### config.mk
export PLATFORM = sky130hd
export DESIGN_NAME = adder_mp_sequencer
export DESIGN_NICKNAME = d
export VERILOG_FILES = /design/src/rtl/adder_seq_pkg.sv /design/src/rtl/adder.sv /design/src/rtl/adder_mp_sequencer.sv
export SDC_FILE = /design/constraint.sdc
export NUM_CORES = 1
export LEC_CHECK = 0
export ABC_CLOCK_PERIOD_IN_PS = 3800
export CORE_MARGIN = 5
export CORE_UTILIZATION = 50
export CTS_BUF_LIST = sky130_fd_sc_hd__clkbuf_8 sky130_fd_sc_hd__clkbuf_16
export DETAILED_ROUTE_END_ITERATION = 7
export PLACE_DENSITY = 0.88
export SLEW_MARGIN = 20
export SYNTH_ARGS = -nofsm -noshare
export SYNTH_HDL_FRONTEND = slang
export SYNTH_HIERARCHICAL = 1
export SYNTH_SLANG_ARGS = --single-unit
### constraint.sdc
create_clock -name clk -period 3.8 [get_ports clk]
set_input_delay 0.95 -clock clk [delete_from_list [all_inputs] [get_ports clk]]
set_output_delay 0.95 -clock clk [all_outputs]
set_load 0.005 [all_outputs]
### src/rtl/adder_seq_pkg.sv
`default_nettype none
// ============================================================================
//  Module      : adder_seq_pkg
//  Description : Shared definitions for the multi-precision add/subtract
//                sequencer: sequencer state encoding, byte width, and the
//                signed-overflow helper used on the most-significant byte.
//  Revision    : 1.0 - initial release
// ============================================================================
package adder_seq_pkg;

    localparam int BYTE_W = 8;

    typedef enum logic [1:0] {
        IDLE = 2'd0,
        RUN  = 2'd1,
        DONE = 2'd2
    } seq_state_t;

    // Two's-complement overflow: both addends share a sign and the result's
    // sign differs from it. b_msb is the sign of the (possibly inverted)
    // operand actually fed to the adder.
    function automatic logic ovf_calc(input logic a_msb,
                                      input logic b_msb,
                                      input logic s_msb);
        return (a_msb == b_msb) && (s_msb != a_msb);
    endfunction

endpackage
`default_nettype wire

### src/rtl/adder.sv
`default_nettype none
// ============================================================================
//  Module      : adder
//  Description : 8-bit Kogge-Stone prefix adder with carry-in.
//  Ports       : a, b  - 8-bit addends
//                cin   - carry-in
//                sum   - 8-bit sum
//                cout  - carry-out of bit 7
//  Revision    : 1.0 - initial release
// ============================================================================
module adder (
    output logic       cout,
    output logic [7:0] sum,
    input  logic [7:0] a,
    input  logic [7:0] b,
    input  logic       cin
);

    // w_g[s]/w_p[s]: group generate/propagate after prefix stage s.
    logic [7:0] w_g [0:3];
    logic [7:0] w_p [0:3];
    logic [7:0] w_carry;

    always_comb begin
        w_g[0] = a & b;
        w_p[0] = a ^ b;
        // Fold the carry-in into bit 0 so the prefix tree carries it along.
        w_g[0][0] = (a[0] & b[0]) | ((a[0] ^ b[0]) & cin);
        for (int s = 0; s < 3; s++) begin
            w_g[s+1] = w_g[s];
            w_p[s+1] = w_p[s];
            for (int i = 0; i < 8; i++) begin
                if (i >= (1 << s)) begin
                    w_g[s+1][i] = w_g[s][i] | (w_p[s][i] & w_g[s][i - (1 << s)]);
                    w_p[s+1][i] = w_p[s][i] & w_p[s][i - (1 << s)];
                end
            end
        end
        w_carry = {w_g[3][6:0], cin};
        sum     = (a ^ b) ^ w_carry;
        cout    = w_g[3][7];
    end

endmodule
`default_nettype wire

### src/rtl/adder_mp_sequencer.sv
`default_nettype none
// ============================================================================
//  Module      : adder_mp_sequencer
//  Description : Multi-precision add/subtract sequencer. Operands of
//                NBYTES bytes are pushed through one 8-bit adder LSB first,
//                one byte per cycle, with the carry chained through a
//                register between bytes.
//  Ports       : clk, rst            - clock, synchronous active-high reset
//                in_valid/in_ready   - request handshake
//                in_a, in_b          - operands (8*NBYTES bits)
//                in_sub, in_cin      - subtract select, carry/borrow-in
//                out_valid/out_ready - result handshake
//                out_sum             - result (8*NBYTES bits)
//                out_cout            - final carry (sub: 1 = no borrow)
//                out_ovf             - signed overflow of the full result
//  Revision    : 1.0 - initial release
// ============================================================================
module adder_mp_sequencer
    import adder_seq_pkg::*;
#(
    parameter int NBYTES = 4
) (
    input  logic                       clk,
    input  logic                       rst,
    input  logic                       in_valid,
    output logic                       in_ready,
    input  logic [BYTE_W*NBYTES-1:0]   in_a,
    input  logic [BYTE_W*NBYTES-1:0]   in_b,
    input  logic                       in_sub,
    input  logic                       in_cin,
    output logic                       out_valid,
    input  logic                       out_ready,
    output logic [BYTE_W*NBYTES-1:0]   out_sum,
    output logic                       out_cout,
    output logic                       out_ovf
);

    localparam int               C_W     = BYTE_W * NBYTES;
    localparam int               C_IDX_W = (NBYTES > 1) ? $clog2(NBYTES) : 1;
    localparam logic [C_IDX_W-1:0] C_LAST = C_IDX_W'(NBYTES - 1);

    seq_state_t           r_state;
    logic [C_IDX_W-1:0]   r_idx;
    logic                 r_carry;
    logic [C_W-1:0]       r_op_a;
    logic [C_W-1:0]       r_op_b;

    logic [BYTE_W-1:0]    w_byte_a;
    logic [BYTE_W-1:0]    w_byte_b;
    logic [BYTE_W-1:0]    w_sum;
    logic                 w_cout;

    assign in_ready = (r_state == IDLE) && !rst;

    assign w_byte_a = r_op_a[BYTE_W*r_idx +: BYTE_W];
    assign w_byte_b = r_op_b[BYTE_W*r_idx +: BYTE_W];

    adder u_adder (
        .cout (w_cout),
        .sum  (w_sum),
        .a    (w_byte_a),
        .b    (w_byte_b),
        .cin  (r_carry)
    );

    always_ff @(posedge clk) begin
        if (rst) begin
            r_state   <= IDLE;
            r_idx     <= '0;
            r_carry   <= 1'b0;
            r_op_a    <= '0;
            r_op_b    <= '0;
            out_valid <= 1'b0;
            out_sum   <= '0;
            out_cout  <= 1'b0;
            out_ovf   <= 1'b0;
        end else begin
            case (r_state)
                IDLE: begin
                    if (in_valid) begin
                        // Subtraction is A + ~B + ~borrow_in.
                        r_op_a  <= in_a;
                        r_op_b  <= in_sub ? ~in_b : in_b;
                        r_carry <= in_sub ? ~in_cin : in_cin;
                        r_idx   <= '0;
                        r_state <= RUN;
                    end
                end
                RUN: begin
                    out_sum[BYTE_W*r_idx +: BYTE_W] <= w_sum;
                    r_carry <= w_cout;
                    r_idx   <= r_idx + 1'b1;
                    if (r_idx == C_LAST) begin
                        out_cout  <= w_cout;
                        out_ovf   <= ovf_calc(r_op_a[C_W-1], r_op_b[C_W-1],
                                              w_sum[BYTE_W-1]);
                        out_valid <= 1'b1;
                        r_state   <= DONE;
                    end
                end
                DONE: begin
                    if (out_ready) begin
                        out_valid <= 1'b0;
                        r_state   <= IDLE;
                    end
                end
                default: r_state <= IDLE;
            endcase
        end
    end

endmodule
`default_nettype wire

==> results.md <==
- Sequential Power Share: 0.502
- Syn-to-layout area delta: 27.0%
- Post-CTS setup buffer count: 0
- Final Instance Area: 6130 sq um
- H-tree depth: 3
- XOR/XNOR Fraction of Synth Area: 0.0708
- Placer Congestion: 0.877
- Post-synthesis sequential area ratio: 0.432
- Crit path launch type: flop
- Compound-Gate Fraction of Synth Area: 0.175
- Maxcap violations: 0
- Max FO, Critical Path: 10
- CP Launch Point: r_idx[0]
- First DRT Iteration DRCs: 245
- Slew HR: 0.360
- Post-Synth Simple-Gate Area: 0.161
- Clock network power share: 0.312
- Max Clk Rate: 297 MHz
- CP Data Required Time: 4.00 ns
- Post-synth ARST share: 0
- Number of synthesized flops with an enable pin: 0
- Final nets: 673
- Status: completed
- Post_cts resized: 0
- Mapped Nets: 586
- Core ar.: 9330 sq um
- P per Cell Area: 388 nW/um^2
- Net switching power: 641 uW
- HP Class: reg -> reg
- Synthesis Warnings: 6
- CP Capture Type: flop
- DP Wirelength: 8770 um
- Clk_lat worst skew: 0.36 ns
- Synth cell types: 44
- Top Ports: 106
- Setup TNS: 0 ns
- Synthesized area per cell: 9.63 sq um
- DRT Pass-1 Iters: 4
- Overflow after GRT: 0
- Pint: 1740 uW
- Kind of critical path: reg -> reg
- Initial core utilization: 0.517
- Cell count after synthesis: 501
- Comb pwr share: 0.186
- Die Span Y: 108 um
- CTS Hold Bufs: 0
- Final setup viols: 0
- Largest net degree at the start of global routing: 96
- Vias: 4025
- Residual DRC count: 0
- Wire length per cell: 16.0 um
- Mean number of vias per cell: 5.57
- PortBufs: 105
- Commonest non-fill, non-tap cell in the layout: dfxtp_1
- Least-Margin Pin Slew: 0.959 ns
- LEAKAGE: 0.00218 uW
- Max-slew violations: 0
- Tcrit/Tclk final: 0.886
- Hold Startpoint: r_op_a[7]
- Crit path DAT: 3.57 ns
- CTS tree: built
- Horiz. Die Dim: 108 um
- Worst IR Drop VDD: 0.241 mV
- Post-Syn Area: 4820 sq um
- CTS clk-pin slew, worst paths: 0.10 ns
- Initial antenna violation count: 0
- Gr usage total: 0.201
- Sw Share: 0.269
- Dominant synthesized flop cell: dfxtp_1
- Layout cells sized above 1: 0.0894
- Dominant combinational cell family by area after synthesis: compound AO/OA/AOI/OAI gates
- Post-route ant nets: 0
- Worst flop-to-flop path startpoint: r_idx[0]
- Diode count: 0
- Adder-Cell Fraction of Synth Area: 0.0420
- WHS: 0.460 ns
- Final hold violations: 0
- Commonest cells after routing, fill and taps aside: dfxtp_1 (104), clkdlybuf4s50_1 (103), nand2_1 (69)
- Die Area: 11700 sq um
- Final min period: 3.37 ns
- DP Area: 5910 sq um
- Clock Skews: 0.0124 ns
- Yosys reg bits: 104
- CTS Root Cell: clkbuf_8
- Clock Path Buffers: 2
- TritonCTS sink count: 104
- Core Rows: 35
- First-pass GRT wire length: 18600 um
- Vias in the first global route: 3856
- Unrepaired setup endpoints after global routing: false
- Post-synthesis mux area share: 0.0747
- CTS buffer count: 9
- Routed WL: 11600 um
[stage by stage]
stage	cells	util	total power, uW	setup WS [ns]
after floorplan	501	-	1490	0.707
after global routing	722	0.657	2480	0.136
after global placement	706	0.633	1640	0.582
final	722	0.657	2380	0.434
after CTS	722	0.657	2390	0.416
after detailed placement	706	0.633	1660	0.443
[worst paths after layout]
path	to	slack (ns)	depth (start not counted)
setup / recovery	out_ovf	0.43	12
hold / removal	r_op_a[7]	0.46	2
setup reg to reg	out_ovf	0.43	12
hold reg to reg	r_op_a[7]	0.46	2
[logic make-up after synthesis]
family                     after synthesis
DFF                                    104
and+or+nand+nor                        160
buffers and inverters                   46
xor gates and xnor gates                39
AOI/OAI and AO/OA                      121
muxes                                   16
adders and majority gates               15
[layout make-up]
| cell class | instances | area (sq um) |
|---|---|---|
| multi-input combinational | 351 | 2530 |
| clock inverter | 7 | 96.3 |
| tap | 129 | 161 |
| inverter | 8 | 30.0 |
| timing repair buffer | 114 | 1110 |
| clock buffer | 9 | 124 |
| sequential | 104 | 2080 |
| fill | 748 | 3200 |
[flip-flops by register name (all words and copies together) (netlist names)]
| signal | cells |
|---|---|
| out_cout | 1 |
| out_ovf | 1 |
| out_sum | 32 |
| out_valid | 1 |
| r_carry | 1 |
| r_idx | 2 |
| r_op_a | 32 |
| r_op_b | 32 |
| r_state | 2 |
[worst max-delay path, cell delays in order, from the launching register on]
cell and delay, ns:
dfxtp_1 0.71, buf_4 0.26, mux4_2 0.53, ha_1 0.31, a21oi_1 0.08, nand3b_1 0.15, a21boi_0 0.27, o22ai_1 0.16
xnor2_1 0.15, buf_4 0.16, nor2b_1 0.05, a221oi_1 0.31, nor3_1 0.07
[layer usage]
metal	vias up	track usage	part of all wire	wire length (um)
li1	1959	-	-	-
met1	1888	0.253	0.42	4830
met2	164	0.343	0.49	5700
met3	14	0.0472	0.076	880
met4	0	0.0595	0.014	160
met5	-	0	0	0
[power by group through the flow]
stage	combinational [uW]	clock (uW)	sequential, uW
floorplan	295	0	1200
global placement	426	0	1220
detailed placement	441	0	1220
CTS	442	751	1190
global route	482	798	1200
finish	443	741	1190
[synthesized netlist by cell type, drive strengths merged (2+ instances only)]
master | number | area (sq um)
or3b | 2 | 17.5
inv | 8 | 30.0
nor3b | 2 | 37.5
mux4 | 16 | 360
xor2 | 2 | 17.5
buf | 26 | 140
dfxtp | 104 | 2080
a211oi | 34 | 260
nor2b | 8 | 57.6
xnor2 | 37 | 324
or3 | 2 | 12.5
a32oi | 22 | 193
nand2 | 69 | 259
fa | 2 | 40.0
nor2 | 60 | 225
o21ai | 4 | 23.8
clkbuf | 12 | 46.3
nand3b | 7 | 52.6
ha | 13 | 163
nor4b | 2 | 47.6
a22oi | 2 | 15.0
a22o | 10 | 87.6
a21oi | 43 | 219
Power figures use the tool's default switching activity.
